`config.mk`:
```
export PLATFORM = sky130hd
export DESIGN_NAME = sd_emmc_dma_mem_reader_flat
export DESIGN_NICKNAME = d
export VERILOG_FILES = /design/src/rtl/sd_emmc_dma_mem_reader_if.sv /design/src/rtl/sd_emmc_dma_mem_reader.sv /design/src/flat_wrapper.sv
export SDC_FILE = /design/constraint.sdc
export NUM_CORES = 1
export LEC_CHECK = 0
export ABC_AREA = 1
export CORE_MARGIN = 3
export CORE_UTILIZATION = 48
export DETAILED_ROUTE_END_ITERATION = 6
export GPL_ROUTABILITY_DRIVEN = 0
export HOLD_SLACK_MARGIN = 0.05
export PLACE_DENSITY = 0.79
export SETUP_SLACK_MARGIN = 0.4
export SLEW_MARGIN = 10
export SYNTH_ARGS = -nofsm -noshare
export SYNTH_HDL_FRONTEND = slang
export SYNTH_SLANG_ARGS = --single-unit
```
`constraint.sdc`:
```
create_clock -name clock -period 2.64 [get_ports clock]
set_clock_uncertainty 0.1 [all_clocks]
set_input_delay 0.528 -clock clock [delete_from_list [all_inputs] [get_ports clock]]
set_output_delay 0.528 -clock clock [all_outputs]
set_load 0.01 [all_outputs]
```
`src/rtl/sd_emmc_dma_mem_reader_if.sv`:
```
// ---------------------------------------------------------------------------
// sd_emmc_dma_mem_reader_if
// Single-beat AXI read channel (AR + R) between the SDMA memory reader and the
// system memory port.
//   master : the DMA reader (drives araddr/arvalid/rready)
//   slave  : the memory / interconnect (drives arready/rdata/rresp/rvalid/rlast)
// ---------------------------------------------------------------------------
interface sd_emmc_dma_mem_reader_if;
  logic [31:0] axi_araddr;
  logic        axi_arvalid;
  logic        axi_arready;
  logic [31:0] axi_rdata;
  logic [1:0]  axi_rresp;
  logic        axi_rvalid;
  logic        axi_rready;
  logic        axi_rlast;

  modport master (
    output axi_araddr, axi_arvalid, axi_rready,
    input  axi_arready, axi_rdata, axi_rresp, axi_rvalid, axi_rlast
  );

  modport slave (
    input  axi_araddr, axi_arvalid, axi_rready,
    output axi_arready, axi_rdata, axi_rresp, axi_rvalid, axi_rlast
  );
endinterface

```
`src/rtl/sd_emmc_dma_mem_reader.sv`:
```
// ---------------------------------------------------------------------------
// sd_emmc_dma_mem_reader
// SDMA host-to-card path: reads 32-bit words from system memory with
// single-beat AXI reads (one outstanding) and pushes them into the transmit
// FIFO. Counts words per block, blocks per transfer and blocks per SDMA
// buffer boundary; stops at a boundary until the host supplies a new address.
// Ports:
//   clock, reset        rising-edge clock, synchronous active-high reset
//   start, abort        transfer start pulse, abort level
//   init_dma_sys_addr   start address / new address after a boundary stop
//   sys_addr_changed    host rewrote the system address (boundary resume)
//   buf_boundary        boundary = 8 << buf_boundary blocks
//   block_count, blk_count_ena  optional transfer length in blocks
//   xfer_compl          transmitter finished the last block on the line
//   dat_int_rst         clears dma_interrupts and dma_error
//   dma_interrupts      {boundary, complete}, sticky;  dma_error sticky
//   busy                not idle
//   axi                 AXI read channel (master modport)
//   fifo_wdata, fifo_we, fifo_full  transmit FIFO write port
// ---------------------------------------------------------------------------
module sd_emmc_dma_mem_reader #(
  parameter int BLK_WORDS = 128,
  parameter int BLKCNT_W  = 16
) (
  input  logic                    clock,
  input  logic                    reset,
  input  logic                    start,
  input  logic                    abort,
  input  logic [31:0]             init_dma_sys_addr,
  input  logic                    sys_addr_changed,
  input  logic [2:0]              buf_boundary,
  input  logic [BLKCNT_W-1:0]     block_count,
  input  logic                    blk_count_ena,
  input  logic                    xfer_compl,
  input  logic                    dat_int_rst,
  output logic [1:0]              dma_interrupts,
  output logic                    dma_error,
  output logic                    busy,
  sd_emmc_dma_mem_reader_if.master axi,
  output logic [31:0]             fifo_wdata,
  output logic                    fifo_we,
  input  logic                    fifo_full
);

  localparam int WCNT_W = (BLK_WORDS > 1) ? $clog2(BLK_WORDS) : 1;

  typedef enum logic [2:0] {
    S_IDLE, S_AR, S_R, S_BLK_CHECK, S_NEW_SYS_ADDR, S_WAIT_XFER
  } state_e;

  state_e                state_q, state_d;
  logic [31:0]           addr_q, addr_d;
  logic [WCNT_W-1:0]     wcnt_q, wcnt_d;
  logic [10:0]           bnd_cnt_q, bnd_cnt_d;   // blocks since last boundary (max 1024)
  logic [10:0]           bound_q, bound_d;       // boundary size in blocks, sampled at start
  logic [BLKCNT_W-1:0]   tot_cnt_q, tot_cnt_d;
  logic                  ar_pend_q, ar_pend_d;   // arvalid already raised, must hold until arready
  logic                  abort_q, abort_d;       // abort seen while the read beat is outstanding
  logic [1:0]            irq_q, irq_d;
  logic                  err_q, err_d;
  logic [31:0]           fifo_wdata_q, fifo_wdata_d;
  logic                  fifo_we_q, fifo_we_d;
  logic                  ar_valid;
  logic                  r_ready;

  // rlast carries no information: every read is a single beat.
  logic unused_rlast;
  assign unused_rlast = axi.axi_rlast;

  // NOTE: every signal written here gets a default first, so no path leaves a
  // value unassigned and no latch is inferred.
  always_comb begin
    state_d      = state_q;
    addr_d       = addr_q;
    wcnt_d       = wcnt_q;
    bnd_cnt_d    = bnd_cnt_q;
    bound_d      = bound_q;
    tot_cnt_d    = tot_cnt_q;
    ar_pend_d    = ar_pend_q;
    abort_d      = abort_q;
    fifo_wdata_d = fifo_wdata_q;
    fifo_we_d    = 1'b0;
    ar_valid     = 1'b0;
    r_ready      = 1'b0;
    // Clear first so that a same-cycle set below takes priority.
    irq_d        = dat_int_rst ? 2'b00 : irq_q;
    err_d        = dat_int_rst ? 1'b0  : err_q;

    unique case (state_q)
      S_IDLE: begin
        if (start) begin
          addr_d    = init_dma_sys_addr;
          wcnt_d    = '0;
          bnd_cnt_d = '0;
          tot_cnt_d = '0;
          bound_d   = 11'd8 << buf_boundary;
          ar_pend_d = 1'b0;
          abort_d   = 1'b0;
          // A zero-length counted transfer only waits for the line to finish.
          state_d   = (blk_count_ena && block_count == '0) ? S_WAIT_XFER : S_AR;
        end
      end

      S_AR: begin
        // A new request is only issued when the FIFO has room for its word;
        // once raised it is held regardless of fifo_full.
        ar_valid = !abort && (ar_pend_q || !fifo_full);
        if (abort) begin
          ar_pend_d = 1'b0;
          state_d   = S_IDLE;
        end else if (ar_valid && axi.axi_arready) begin
          ar_pend_d = 1'b0;
          state_d   = S_R;
        end else begin
          ar_pend_d = ar_valid;
        end
      end

      S_R: begin
        r_ready = 1'b1;
        if (abort) abort_d = 1'b1;
        if (axi.axi_rvalid) begin
          abort_d = 1'b0;
          if (abort || abort_q) begin
            state_d = S_IDLE;             // drain the outstanding beat, drop its word
          end else begin
            fifo_wdata_d = axi.axi_rdata;
            fifo_we_d    = 1'b1;
            addr_d       = addr_q + 32'd4;
            if (wcnt_q == WCNT_W'(BLK_WORDS - 1)) begin
              wcnt_d  = '0;
              state_d = S_BLK_CHECK;
            end else begin
              wcnt_d  = wcnt_q + 1'b1;
              state_d = S_AR;
            end
            if (axi.axi_rresp != 2'b00) begin
              err_d   = 1'b1;
              state_d = S_IDLE;
            end
          end
        end
      end

      S_BLK_CHECK: begin
        tot_cnt_d = tot_cnt_q + 1'b1;
        bnd_cnt_d = bnd_cnt_q + 11'd1;
        if (abort) begin
          state_d = S_IDLE;
        end else if (blk_count_ena && tot_cnt_d == block_count) begin
          state_d = S_WAIT_XFER;
        end else if (bnd_cnt_d == bound_q) begin
          irq_d[1] = 1'b1;
          state_d  = S_NEW_SYS_ADDR;
        end else begin
          state_d = S_AR;
        end
      end

      S_NEW_SYS_ADDR: begin
        if (abort) begin
          state_d = S_IDLE;
        end else if (sys_addr_changed) begin
          addr_d    = init_dma_sys_addr;
          bnd_cnt_d = '0;
          state_d   = S_AR;
        end
      end

      S_WAIT_XFER: begin
        if (abort) begin
          state_d = S_IDLE;
        end else if (xfer_compl) begin
          irq_d[0] = 1'b1;
          state_d  = S_IDLE;
        end
      end

      default: state_d = S_IDLE;
    endcase
  end

  // NOTE: state registers use non-blocking assignments so every register
  // samples the values from before the edge.
  // NOTE: the data register fifo_wdata is reset as well, because its value
  // is visible on a port and must read 0 after reset.
  always_ff @(posedge clock) begin
    if (reset) begin
      state_q      <= S_IDLE;
      addr_q       <= '0;
      wcnt_q       <= '0;
      bnd_cnt_q    <= '0;
      bound_q      <= '0;
      tot_cnt_q    <= '0;
      ar_pend_q    <= 1'b0;
      abort_q      <= 1'b0;
      irq_q        <= 2'b00;
      err_q        <= 1'b0;
      fifo_wdata_q <= '0;
      fifo_we_q    <= 1'b0;
    end else begin
      state_q      <= state_d;
      addr_q       <= addr_d;
      wcnt_q       <= wcnt_d;
      bnd_cnt_q    <= bnd_cnt_d;
      bound_q      <= bound_d;
      tot_cnt_q    <= tot_cnt_d;
      ar_pend_q    <= ar_pend_d;
      abort_q      <= abort_d;
      irq_q        <= irq_d;
      err_q        <= err_d;
      fifo_wdata_q <= fifo_wdata_d;
      fifo_we_q    <= fifo_we_d;
    end
  end

  assign axi.axi_araddr  = addr_q;
  assign axi.axi_arvalid = ar_valid;
  assign axi.axi_rready  = r_ready;
  assign fifo_wdata      = fifo_wdata_q;
  assign fifo_we         = fifo_we_q;
  assign dma_interrupts  = irq_q;
  assign dma_error       = err_q;
  assign busy            = (state_q != S_IDLE);

endmodule

```
`src/flat_wrapper.sv`:
```
// flat-port wrapper written by rule: the top's interface ports become plain ports
module sd_emmc_dma_mem_reader_flat 
#(
  parameter int BLK_WORDS = 128,
  parameter int BLKCNT_W  = 16
)
  (clock, reset, start, abort, init_dma_sys_addr, sys_addr_changed, buf_boundary, block_count, blk_count_ena, xfer_compl, dat_int_rst, dma_interrupts, dma_error, busy, fifo_wdata, fifo_we, fifo_full, axi_axi_araddr, axi_axi_arvalid, axi_axi_rready, axi_axi_arready, axi_axi_rdata, axi_axi_rresp, axi_axi_rvalid, axi_axi_rlast);
  sd_emmc_dma_mem_reader_if axi_i ();
  input  logic clock;
  input  logic reset;
  input  logic start;
  input  logic abort;
  input  logic [31:0] init_dma_sys_addr;
  input  logic sys_addr_changed;
  input  logic [2:0] buf_boundary;
  input  logic [BLKCNT_W-1:0] block_count;
  input  logic blk_count_ena;
  input  logic xfer_compl;
  input  logic dat_int_rst;
  output logic [1:0] dma_interrupts;
  output logic dma_error;
  output logic busy;
  output logic [31:0] fifo_wdata;
  output logic fifo_we;
  input  logic fifo_full;
  output wire logic [$bits(axi_i.axi_araddr)-1:0] axi_axi_araddr;
  output wire logic [$bits(axi_i.axi_arvalid)-1:0] axi_axi_arvalid;
  output wire logic [$bits(axi_i.axi_rready)-1:0] axi_axi_rready;
  input wire logic [$bits(axi_i.axi_arready)-1:0] axi_axi_arready;
  input wire logic [$bits(axi_i.axi_rdata)-1:0] axi_axi_rdata;
  input wire logic [$bits(axi_i.axi_rresp)-1:0] axi_axi_rresp;
  input wire logic [$bits(axi_i.axi_rvalid)-1:0] axi_axi_rvalid;
  input wire logic [$bits(axi_i.axi_rlast)-1:0] axi_axi_rlast;
  assign axi_axi_araddr = axi_i.axi_araddr;
  assign axi_axi_arvalid = axi_i.axi_arvalid;
  assign axi_axi_rready = axi_i.axi_rready;
  assign axi_i.axi_arready = axi_axi_arready;
  assign axi_i.axi_rdata = axi_axi_rdata;
  assign axi_i.axi_rresp = axi_axi_rresp;
  assign axi_i.axi_rvalid = axi_axi_rvalid;
  assign axi_i.axi_rlast = axi_axi_rlast;
  sd_emmc_dma_mem_reader #(.BLK_WORDS(BLK_WORDS), .BLKCNT_W(BLKCNT_W)) u_core (.clock(clock), .reset(reset), .start(start), .abort(abort), .init_dma_sys_addr(init_dma_sys_addr), .sys_addr_changed(sys_addr_changed), .buf_boundary(buf_boundary), .block_count(block_count), .blk_count_ena(blk_count_ena), .xfer_compl(xfer_compl), .dat_int_rst(dat_int_rst), .dma_interrupts(dma_interrupts), .dma_error(dma_error), .busy(busy), .axi(axi_i), .fifo_wdata(fifo_wdata), .fifo_we(fifo_we), .fifo_full(fifo_full));
endmodule
```
==> summary.md, run 1 <==
| Metric | Value |
|---|---|
| Status | `finished, final reports clean` |
| Drc violations | `0` |
| Worst Setup End Kind | `primary output` |
| Util after Layout | `71.5%` |
| Crit path max-delay family | `buffers and inverters` |
| Clock buffer depth | `2` |
| Yosys top cell by area | `dfxtp_1` |
| IO Port Bufs | `166` |
| # rows | `41` |
| Critical Setup Path Class | `reg2out` |
| Min-Delay Path Class | `reg2reg` |
| Die extent in x | `122 microns` |
| Fin crit period | `2.16 ns` |
| VDD IR max | `0.456 mV` |
| Max Fclk | `0.463 GHz` |
| Multi-input gate area | `3780 sq um` |
| Fillers | `1,058` |
| CP bufs+invs | `1` |
| Ranking of synthesized cells by area | `dfxtp_1, nand2_1, nor2_1, nand3_1, a21oi_1` |
| DP Area | `8280 sq um` |
| Initial antenna violation count | `0` |
| Slew @ Worst Pin | `0.697 ns` |
| DRT Wirelength | `19,700 microns` |
| Gr usage total | `25.9%` |
| Setup tns final | `0 ns` |
| Chip height | `122 microns` |
| Core Box Area | `12,900 sq um` |
| DRT antenna net count | `0` |
| Syn Area/Cell | `6.40 sq um` |
| # setup viols final | `0` |
| Most common cell after layout, fill and taps aside | `nand2_1` |
| Most frequent cells in the layout | `nand2_1, clkdlybuf4s50_1, nor2_1` |
| Via density | `5.31` |
| IO Pins | `168` |
| Root Buffer | `clkbuf_16` |
| Hold Vio Cnt, Final | `0` |
| DRT iter0 DRCs | `557` |
| Synthesized area | `6430 sq um` |
| Number of synthesis warnings | `0` |
| Max-slew violations | `0` |
| Layout Nets | `1,283` |
| Setup crit start kind | `flip-flop` |
| Die ar. | `14,800 sq um` |
| Critical Path Max Stage Delay | `0.61 ns` |
| HPWL Detailed | `13,300 microns` |
| Routed WL per cell | `14.4 microns` |
| Max_cap viols | `0` |
| Initial core utilization | `50.0%` |
| Largest net degree at the start of global routing | `60` |
| CTS Hold Bufs | `0` |
| Number of global-route vias before repair | `6,593` |
| Flops & latches, synth | `115` |
| Clock Latency Late Sink | `0.42 ns` |
| Arr. time, crit path | `1.53 ns` |
| Mapped Nets | `1,106` |
| Leakage power | `3.48 nW` |
| DR vias | `7,257` |
| Share of cells above drive strength 1 | `11.8%` |
| Critical Path Slowest Stage Cell | `clkdlybuf4s50_1` |
| Fin crit share | `81.8%` |
| Cells after Synth | `1,005` |
| Crit path cell chain | `clkdlybuf4s50_1` |
| Final instance area | `9210 sq um` |
| Relative slew slack | `53.5%` |
| WP data required | `2.01 ns` |
| Fin worst setup slack | `0.480 ns` |
| CTS Buf Count | `17` |
| Yosys top cell area share | `35.8%` |
| Critical Path Fanout Max | `7` |
| Sequential element share of the synthesized area | `35.8%` |
| Gr ovfl total | `0` |
| RSZ-0062 raised after global routing | `yes` |
| CTS tree | `built` |
| Ant diodes | `0` |
| First-pass GRT wire length | `31,100 microns` |
| P&R area growth vs syn | `43.1%` |
| Clock slew at reported path FFs | `0.06 ns` |
| Seq. cell area | `2330 sq um` |
| Design Power | `0.00517 W` |
| Placement Setup Slack | `0.0838 ns` |
| Post-synth cell types | `41` |
| Power per cell area | `562 nW/um^2` |
| H-tree depth | `4` |
| Clock Sinks | `115` |
| Drt first pass iters | `5` |
## final timing paths
check                                   startpoint                        endpoint  slack (ns)  cells past startpoint
max reg2reg       u_core.tot_cnt_q[0]$_SDFFE_PP0P_  u_core.state_q[2]$_SDFFE_PP0P_        0.52                     16
max          u_core.axi.axi_araddr[9]$_SDFFE_PP0P_               axi_axi_araddr[9]        0.48                      1
min                  u_core.wcnt_q[6]$_SDFFE_PP0P_   u_core.wcnt_q[6]$_SDFFE_PP0P_        0.36                      2
min reg2reg          u_core.wcnt_q[6]$_SDFFE_PP0P_   u_core.wcnt_q[6]$_SDFFE_PP0P_        0.36                      2
## layer usage
metal	vias to the layer above	global-route usage (%)	wire length [microns]
met5	-	0	0
met4	0	8.68	356
met3	33	7.94	1590
met2	284	42.6	9270
met1	3284	32.3	8540
li1	3656	-	-
## registers in the layout, indices dropped and copies added (netlist names)
signal	cells
u_core.axi.axi_araddr	32
u_core.bound_q	8
u_core.dma_error	1
u_core.state_q	3
u_core.abort_q	1
u_core.wcnt_q	7
u_core.fifo_wdata	32
u_core.dma_interrupts	2
u_core.fifo_we	1
u_core.bnd_cnt_q	11
u_core.ar_pend_q	1
u_core.tot_cnt_q	16
## worst min-delay path, cell delays in order (launching register included)
cell	delay [ns]
dfxtp_1	0.32
a21oi_1	0.04
nor2_1	0.07
## area by class of cell
type / count / share of cell area (%)
multi-input combinational: 752 / 41.0
sequential: 115 / 25.3
clock inverter: 14 / 1.66
tap: 172 / 2.34
timing repair buffer: 195 / 20.7
inverter: 101 / 4.17
clock buffer: 18 / 4.77
## cells by family after synthesis
group	Yosys count	share of synthesized area (%)
flops	115	35.8
buf+inv	138	8.23
compound gates	177	15.4
fa+ha+maj	4	0.778
simple gates	552	37.2
xor+xnor	19	2.59
## cell usage after synthesis
| cell type | count |
|---|---|
| nand2_1 | 226 |
| o21ai_0 | 69 |
| dfxtp_1 | 115 |
| xor2_1 | 13 |
| a211oi_1 | 2 |
| a21oi_2 | 1 |
| clkinv_1 | 3 |
| a221oi_1 | 3 |
| a31oi_1 | 6 |
| a31o_1 | 1 |
| o21bai_1 | 3 |
| o211ai_1 | 4 |
| o21ai_1 | 3 |
| nor3_4 | 1 |
| nor3_1 | 22 |
| nor4_1 | 7 |
| xnor2_1 | 6 |
| o221a_2 | 1 |
| o21a_1 | 1 |
| or2_2 | 5 |
| a21oi_1 | 72 |
| nor3b_1 | 1 |
| nor3_2 | 1 |
| nand3_2 | 1 |
| nand2_2 | 5 |
| clkbuf_1 | 28 |
| nor2_2 | 9 |
| nor2_4 | 4 |
| o21bai_2 | 1 |
| o32ai_1 | 8 |
| ha_1 | 4 |
| inv_2 | 3 |
| nand3_1 | 77 |
| nor3b_2 | 1 |
| inv_1 | 95 |
| nand4_1 | 18 |
| nor2_1 | 169 |
| a21oi_4 | 1 |
| nand3b_1 | 5 |
| buf_2 | 9 |
| o31ai_1 | 1 |
## report_power, final
group | leakage [nW] | switching, W | internal [W]
Clock | 0.291 | 0.000897 | 0.00142
Combinational | 2.25 | 0.000464 | 0.000439
Sequential | 0.941 | 0.000120 | 0.00182
Total | 3.48 | 0.00148 | 0.00369
## through the flow
step	cells	hold WS [ns]
final	1367	0.364
after global routing	1367	0.393
after CTS	1355	0.368
after detailed placement	1321	0.356
after global placement	1321	0.348
after floorplan	1005	0.337
## what timing repair did
| action | CTS | global route |
|---|---|---|
| hold endpoints to repair | 0 | 0 |
| pin swaps | 3 | 21 |
| buffers inserted | 2 | 12 |
| resized for setup | 11 | 62 |
| setup endpoints to repair | 9 | 34 |
Power figures use the tool's default switching activity.
==> run 2, diff against run 1 <==
clock period = 2.2 ns   (was 2.64 ns; I/O delays follow)
==> summary.md, run 2 (synthesized netlist as in run 1, its figures left out) <==
| Metric | Value |
|---|---|
| Status | `finished with violations (was finished, final reports clean)` |
| Failing checks | `negative setup slack` |
| Share of cells above drive strength 1 | `22.5% (was 11.8%)` |
| # setup viols final | `2 (was 0)` |
| Pint | `0.00505 W (was 0.00369 W)` |
| CP bufs+invs | `1 (unchanged)` |
| Initial core utilization | `50.0% (unchanged)` |
| Max Fclk | `0.440 GHz` |
| R2R setup slack | `-0.07 ns (was 0.52 ns)` |
| Net Sw Frac | `27.2% (was 28.7%)` |
| Hold Path End | `u_core.fifo_wdata[0]$_SDFFE_PP0P_ (was u_core.wcnt_q[6]$_SDFFE_PP0P_)` |
| Die extent in x | `122 microns (unchanged)` |
| Max_cap viols | `0 (unchanged)` |
| Number of global-route vias before repair | `7,497 (was 6,593)` |
| CTS Hold Bufs | `0 (unchanged)` |
| HPWL Detailed | `14,600 microns (was 13,300 microns)` |
| Gr ovfl total | `0 (unchanged)` |
| CTS tree | `built (unchanged)` |
| Top Metal Used | `met4 (unchanged)` |
| DRT Wirelength | `24,900 microns (was 19,700 microns)` |
| Drt first pass iters | `7 (was 5)` |
| Seq pwr share | `33.8% (was 37.6%)` |
| Placement Setup Slack | `-0.239 ns (was 0.0838 ns)` |
| Routed length on met2 | `12,000 microns (was 9270 microns)` |
| Worst reg2reg endpoint | `u_core.state_q[0]$_SDFFE_PP0P_ (was u_core.state_q[2]$_SDFFE_PP0P_)` |
| P_sw | `0.00189 W (was 0.00148 W)` |
| RSZ-0062 raised after global routing | `yes (unchanged)` |
| H-tree depth | `4 (unchanged)` |
| Setup crit start kind | `flip-flop (unchanged)` |
| Die ar. | `14,800 sq um (unchanged)` |
| Ant diodes | `0 (unchanged)` |
| WP data required | `2.38 ns (was 2.01 ns)` |
| Leakage power | `4.28 nW (was 3.48 nW)` |
| Critical Setup Path Class | `reg2reg (was reg2out)` |
| DRT antenna net count | `0 (unchanged)` |
| Min-Delay Path Class | `reg2reg (unchanged)` |
| Clock slew at reported path FFs | `0.05 ns (was 0.06 ns)` |
| Clock buffer depth | `2 (unchanged)` |
| Fin worst setup slack | `-0.0741 ns (was 0.480 ns)` |
| Most frequent cells in the layout | `nand2_1, nor2_1, clkdlybuf4s50_1 (was nand2_1, clkdlybuf4s50_1, nor2_1)` |
| Crit path cell chain | `nand2_1, nor2_4, nand4_1, buf_4, nand3_2, nand2_2, nand2_2, nor2_4, nand3_2, nand2_1, nand2_1, nand2_1, nand2_1, a21oi_1 (was clkdlybuf4s50_1)` |
| Max-slew violations | `0 (unchanged)` |
| Clock Sinks | `115 (unchanged)` |
| Fin crit share | `103%` |
| Root Buffer | `clkbuf_16 (unchanged)` |
| DRT iter0 DRCs | `789 (was 557)` |
| IO Port Bufs | `166 (unchanged)` |
| Largest net degree at the start of global routing | `37 (was 60)` |
| DR vias | `8,102 (was 7,257)` |
| R2r worst-path depth | `14 (was 16)` |
| Clock power share | `45.1% (was 44.9%)` |
| Met3 wire len | `2620 microns (was 1590 microns)` |
| Gr usage total | `29.7% (was 25.9%)` |
| Worst Setup End Kind | `flip-flop (was primary output)` |
| Initial antenna violation count | `0 (unchanged)` |
| Hold Path Origin | `u_core.fifo_wdata[0]$_SDFFE_PP0P_ (was u_core.wcnt_q[6]$_SDFFE_PP0P_)` |
| Most common cell after layout, fill and taps aside | `nand2_1 (unchanged)` |
| Core Box Area | `12,900 sq um (unchanged)` |
| Clock Latency Late Sink | `0.42 ns (about the same)` |
| Crit path max-delay family | `simple AND/OR/NAND/NOR gates (was buffers and inverters)` |
| Critical Path Slowest Stage Cell | `dfxtp_1 (was clkdlybuf4s50_1)` |
| IO Pins | `168 (unchanged)` |
| Most frequent CP cell | `nand2_1` |
| Arr. time, crit path | `2.45 ns (was 1.53 ns)` |
| Fin crit period | `2.27 ns` |
| Gate power share | `21.1% (was 17.5%)` |
| Power per cell area | `670 nW/um^2 (was 562 nW/um^2)` |
| Hold Crit Depth | `2 (unchanged)` |
| Slew @ Worst Pin | `0.476 ns (was 0.697 ns)` |
| Final hold slack | `0.371 ns (was 0.364 ns)` |
| Relative slew slack | `68.2% (was 53.5%)` |
| Design Power | `0.00693 W (was 0.00517 W)` |
| VDD IR max | `0.489 mV (was 0.456 mV)` |
| Drc violations | `0 (unchanged)` |
| P&R area growth vs syn | `60.8% (was 43.1%)` |
| Reg2reg start | `u_core.tot_cnt_q[8]$_SDFFE_PP0P_ (was u_core.tot_cnt_q[0]$_SDFFE_PP0P_)` |
| # rows | `41 (unchanged)` |
| CTS Buf Count | `17 (unchanged)` |
| First-pass GRT wire length | `35,400 microns (was 31,100 microns)` |
| Critical Path Max Stage Delay | `0.46 ns (was 0.61 ns)` |
| M1 wire length | `9160 microns (was 8540 microns)` |
| Hold Vio Cnt, Final | `0 (unchanged)` |
| Layout Nets | `1,362 (was 1,283)` |
| Chip height | `122 microns (unchanged)` |
| Routed WL per cell | `17.2 microns (was 14.4 microns)` |
| Via density | `5.60 (was 5.31)` |
| Critical Path Fanout Max | `6 (was 7)` |
## run 2: worst max-delay path by stage
stage,to,startpoint,slack [ns],depth (start not counted)
final,u_core.state_q[0]$_SDFFE_PP0P_,u_core.tot_cnt_q[8]$_SDFFE_PP0P_,-0.07,14
after global routing,u_core.state_q[2]$_SDFFE_PP0P_,u_core.tot_cnt_q[8]$_SDFFE_PP0P_,-0.14,14
after CTS,u_core.state_q[2]$_SDFFE_PP0P_,u_core.tot_cnt_q[0]$_SDFFE_PP0P_,0.14,16
after detailed placement,u_core.bnd_cnt_q[2]$_SDFFE_PP0P_,abort,-0.24,8
after global placement,u_core.bnd_cnt_q[2]$_SDFFE_PP0P_,abort,-0.22,8
after floorplan,u_core.axi.axi_araddr[30]$_SDFFE_PP0P_,u_core.axi.axi_araddr[3]$_SDFFE_PP0P_,0.33,12
## run 2: per-layer routing
layer / up-vias / GRT usage [%]
li1: 3814 / -
met1: 3684 / 36.0
met5: - / 0
met2: 478 / 48.4
met3: 126 / 10.2
met4: 0 / 11.8
## run 2: cell type report
cell class / count / area, sq um
Clock buffer: 23 / 489
Clock inverter: 9 / 171
Fill cell: 876 / 2530
Inverter: 101 / 404
Multi-Input combinational cell: 753 / 4150
Sequential cell: 115 / 2350
Tap cell: 172 / 215
Timing Repair Buffer: 273 / 2560
## run 2: timing repair
item                                    in CTS  in global routing
endpoints found under the setup margin     179                113
hold endpoints to repair                     0                  0
gates resized for setup                    149                115
pin swaps                                   29                 38
buffers inserted                            41                 24
cloned                                       2                  3
## run 2: worst register-to-register path, stage by stage (launching register included)
cell     delay, ns
dfxtp_1       0.46
nand2_1       0.23
nor2_4        0.25
nand4_1       0.21
buf_4         0.21
nand3_2       0.07
nand2_2       0.06
nand2_2       0.07
nor2_4        0.03
nand3_2       0.10
nand2_1       0.07
nand2_1       0.07
nand2_1       0.07
nand2_1       0.08
a21oi_1       0.06
## run 2: power by group through the flow
stage	logic (W)	registers [W]	clock network, W
after floorplan	0.000503	0.00238	0
after global placement	0.00114	0.00236	0
after detailed placement	0.00115	0.00236	0
after CTS	0.00118	0.00232	0.00312
after global routing	0.00156	0.00236	0.00324
final	0.00146	0.00234	0.00313
## run 2: through the flow
stage | area [sq um] | std cells | util, % | TNS [ns]
2_1_floorplan | 6560 | 1005 | - | 0
3_3_place_gp | 8600 | 1344 | 66.8 | -2.01
3_5_place_dp | 8600 | 1344 | 66.8 | -2.72
4_1_cts | 9720 | 1419 | 75.5 | 0
5_1_grt | 10300 | 1446 | 80.3 | -0.276
6_report | 10300 | 1446 | 80.3 | -0.130
==> run 3, diff against run 2 <==
CORE_UTILIZATION = 50   (was 48)
PLACE_DENSITY = 0.82   (was 0.79)
==> summary.md, run 3 (synthesized netlist as in run 1, its figures left out) <==
| Metric | Value |
|---|---|
| Max-slew violations | `0 (unchanged)` |
| Critical Path Fanout Max | `9 (was 6)` |
| Gr usage total | `29.5% (was 29.7%)` |
| Crit path max-delay family | `simple AND/OR/NAND/NOR gates (unchanged)` |
| H-tree depth | `4 (unchanged)` |
| Met1 Usage GRT | `35.7% (was 36.0%)` |
| Layout Nets | `1,347 (was 1,362)` |
| Fillers | `778 (was 876)` |
| Routed WL per cell | `16.8 microns (was 17.2 microns)` |
| Min-Delay Path Class | `in2reg (was reg2reg)` |
| Largest net degree at the start of global routing | `43 (was 37)` |
| IO Pins | `168 (unchanged)` |
| WP data required | `2.45 ns (was 2.38 ns)` |
| Fin crit share | `99.1% (was 103%)` |
| Critical Path Max Stage Delay | `0.38 ns (was 0.46 ns)` |
| Multi-input gate area | `4140 sq um (was 4150 sq um)` |
| Share of cells above drive strength 1 | `22.6% (was 22.5%)` |
| Grt met2 use | `50.1% (was 48.4%)` |
| Crit path cell chain | `buf_4, nand2_1, nor2_4, nand3_1, nand3_1, nand2_1, nor2_1, nand2_1, nor2_2, nand3_2, nand2_1, nand2_1, nand2_1, nand2_1, a21oi_2 (was nand2_1, nor2_4, nand4_1, buf_4, nand3_2, nand2_2, nand2_2, nor2_4, nand3_2, nand2_1, nand2_1, nand2_1, nand2_1, a21oi_1)` |
| P&R area growth vs syn | `58.5% (was 60.8%)` |
| Number of global-route vias before repair | `7,163 (was 7,497)` |
| Clock slew at reported path FFs | `0.05 ns (about the same)` |
| VDD IR max | `0.530 mV (was 0.489 mV)` |
| Leakage power | `4.28 nW (about the same)` |
| Final hold slack | `0.325 ns (was 0.371 ns)` |
| # setup viols final | `0 (was 2)` |
| Clock buffer depth | `2 (unchanged)` |
| CTS Buf Count | `17 (unchanged)` |
| Drc violations | `0 (unchanged)` |
| Met3 Track Usage GR | `8.50% (was 10.2%)` |
| Initial antenna violation count | `0 (unchanged)` |
| P_sw | `0.00195 W (was 0.00189 W)` |
| Core Box Area | `12,300 sq um (was 12,900 sq um)` |
| Via density | `5.62 (was 5.60)` |
| DRT Wirelength | `23,900 microns (was 24,900 microns)` |
| Slew @ Worst Pin | `0.490 ns (was 0.476 ns)` |
| GRT busiest layer | `met2 (unchanged)` |
| Setup crit start kind | `flip-flop (unchanged)` |
| Fin crit period | `2.18 ns (was 2.27 ns)` |
| Gate power share | `22.1% (was 21.1%)` |
| RSZ-0062 raised after global routing | `yes (unchanged)` |
| Critical Path Slowest Stage Cell | `dfxtp_4 (was dfxtp_1)` |
| Ant diodes | `0 (unchanged)` |
| DR vias | `8,024 (was 8,102)` |
| Max_cap viols | `0 (unchanged)` |
| Drt first pass iters | `5 (was 7)` |
| DRT iter0 DRCs | `762 (was 789)` |
| Net Sw Frac | `28.8% (was 27.2%)` |
| Seq pwr share | `35.0% (was 33.8%)` |
| Gr ovfl total | `0 (unchanged)` |
| Die extent in x | `119 microns (was 122 microns)` |
| Initial core utilization | `52.3% (was 50.0%)` |
| Die ar. | `14,300 sq um (was 14,800 sq um)` |
| IO Port Bufs | `166 (unchanged)` |
| Root Buffer | `clkbuf_16 (unchanged)` |
| CP bufs+invs | `1 (unchanged)` |
| Most common cell after layout, fill and taps aside | `nand2_1 (unchanged)` |
| CTS Hold Bufs | `0 (unchanged)` |
| Worst Setup End Kind | `flip-flop (unchanged)` |
| Max Fclk | `0.459 GHz (was 0.440 GHz)` |
| Clock Latency Late Sink | `0.42 ns (about the same)` |
| Seq. cell area | `2360 sq um (was 2350 sq um)` |
| Chip height | `119 microns (was 122 microns)` |
| DRT antenna net count | `0 (unchanged)` |
| HPWL Detailed | `14,300 microns (was 14,600 microns)` |
| First-pass GRT wire length | `34,400 microns (was 35,400 microns)` |
| Most frequent CP cell | `nand2_1 (unchanged)` |
| Pint | `0.00480 W (was 0.00505 W)` |
| Relative slew slack | `67.4% (was 68.2%)` |
| # rows | `40 (was 41)` |
| Most frequent cells in the layout | `nand2_1, nor2_1, clkdlybuf4s50_1 (unchanged)` |
| Fin worst setup slack | `0.0209 ns (was -0.0741 ns)` |
| Critical Setup Path Class | `reg2reg (unchanged)` |
| Power per cell area | `661 nW/um^2 (was 670 nW/um^2)` |
| Hold Vio Cnt, Final | `0 (unchanged)` |
| Clock power share | `43.0% (was 45.1%)` |
| Placement Setup Slack | `-0.102 ns (was -0.239 ns)` |
| Status | `finished, final reports clean (was finished with violations)` |
| CTS tree | `built (unchanged)` |
| Arr. time, crit path | `2.43 ns (was 2.45 ns)` |
| Clock Sinks | `115 (unchanged)` |
run 3: changes by cell type in the layout (fill, tap and decap cells not counted), sizes merged, moves of 2 or more:
cell,change
buf,-14
bufinv,-2
clkbuf,-3
clkinvlp,+4
run 3: final timing paths:
path | from | to | slack, ns | cells after the start
min reg2reg | u_core.fifo_wdata[31]$_SDFFE_PP0P_ | u_core.fifo_wdata[31]$_SDFFE_PP0P_ | 0.37 | 2
max | u_core.tot_cnt_q[0]$_SDFFE_PP0P_ | u_core.state_q[2]$_SDFFE_PP0P_ | 0.02 | 15
max reg2reg | u_core.tot_cnt_q[0]$_SDFFE_PP0P_ | u_core.state_q[2]$_SDFFE_PP0P_ | 0.02 | 15
min | reset | u_core.bound_q[6]$_SDFFE_PP0P_ | 0.33 | 3
run 3: per-stage QoR:
stage | TNS [ns] | power, W | std cells | util, % | area [sq um]
after floorplan | 0 | 0.00289 | 1005 | - | 6560
after global placement | -1.48 | 0.00351 | 1340 | 70.1 | 8620
after detailed placement | -1.73 | 0.00353 | 1340 | 70.1 | 8620
after CTS | 0 | 0.00645 | 1403 | 78.3 | 9640
after global routing | -0.256 | 0.00697 | 1427 | 82.8 | 10200
final | 0 | 0.00674 | 1427 | 82.8 | 10200
run 3: final cells by class:
type                            instances  share of cell area (%)
Inverter                              101                    3.88
Clock inverter                         12                    1.52
Sequential cell                       115                    23.2
Multi-Input combinational cell        752                    40.6
Timing Repair Buffer                  259                    24.2
Clock buffer                           20                    4.58
Tap cell                              168                    2.06
run 3: layer usage:
layer,vias up,share of wire [%]
met5,-,0
met4,0,4.1
met3,103,9.2
met2,463,48
met1,3659,39
li1,3799,-
run 3: what timing repair did:
item / 4_1_cts / 5_1_grt
cloned: 0 / 4
resized for setup: 164 / 97
buffers inserted: 31 / 20
setup endpoints to repair: 144 / 106
pin swaps: 32 / 31
run 3: worst min-delay path, delay by kind of cell:
family,cells,cell delay [ns]
AND/OR/NAND/NOR,1,0.16
AO/OA/AOI/OAI,1,0.09
buffers and inverters,1,0.11
run 3: power groups by stage:
stage	clock network, W	registers [W]	logic (W)
after floorplan	0	0.00238	0.000503
after global placement	0	0.00236	0.00115
after detailed placement	0	0.00237	0.00116
after CTS	0.00290	0.00233	0.00121
after global routing	0.00302	0.00237	0.00158
final	0.00290	0.00236	0.00149
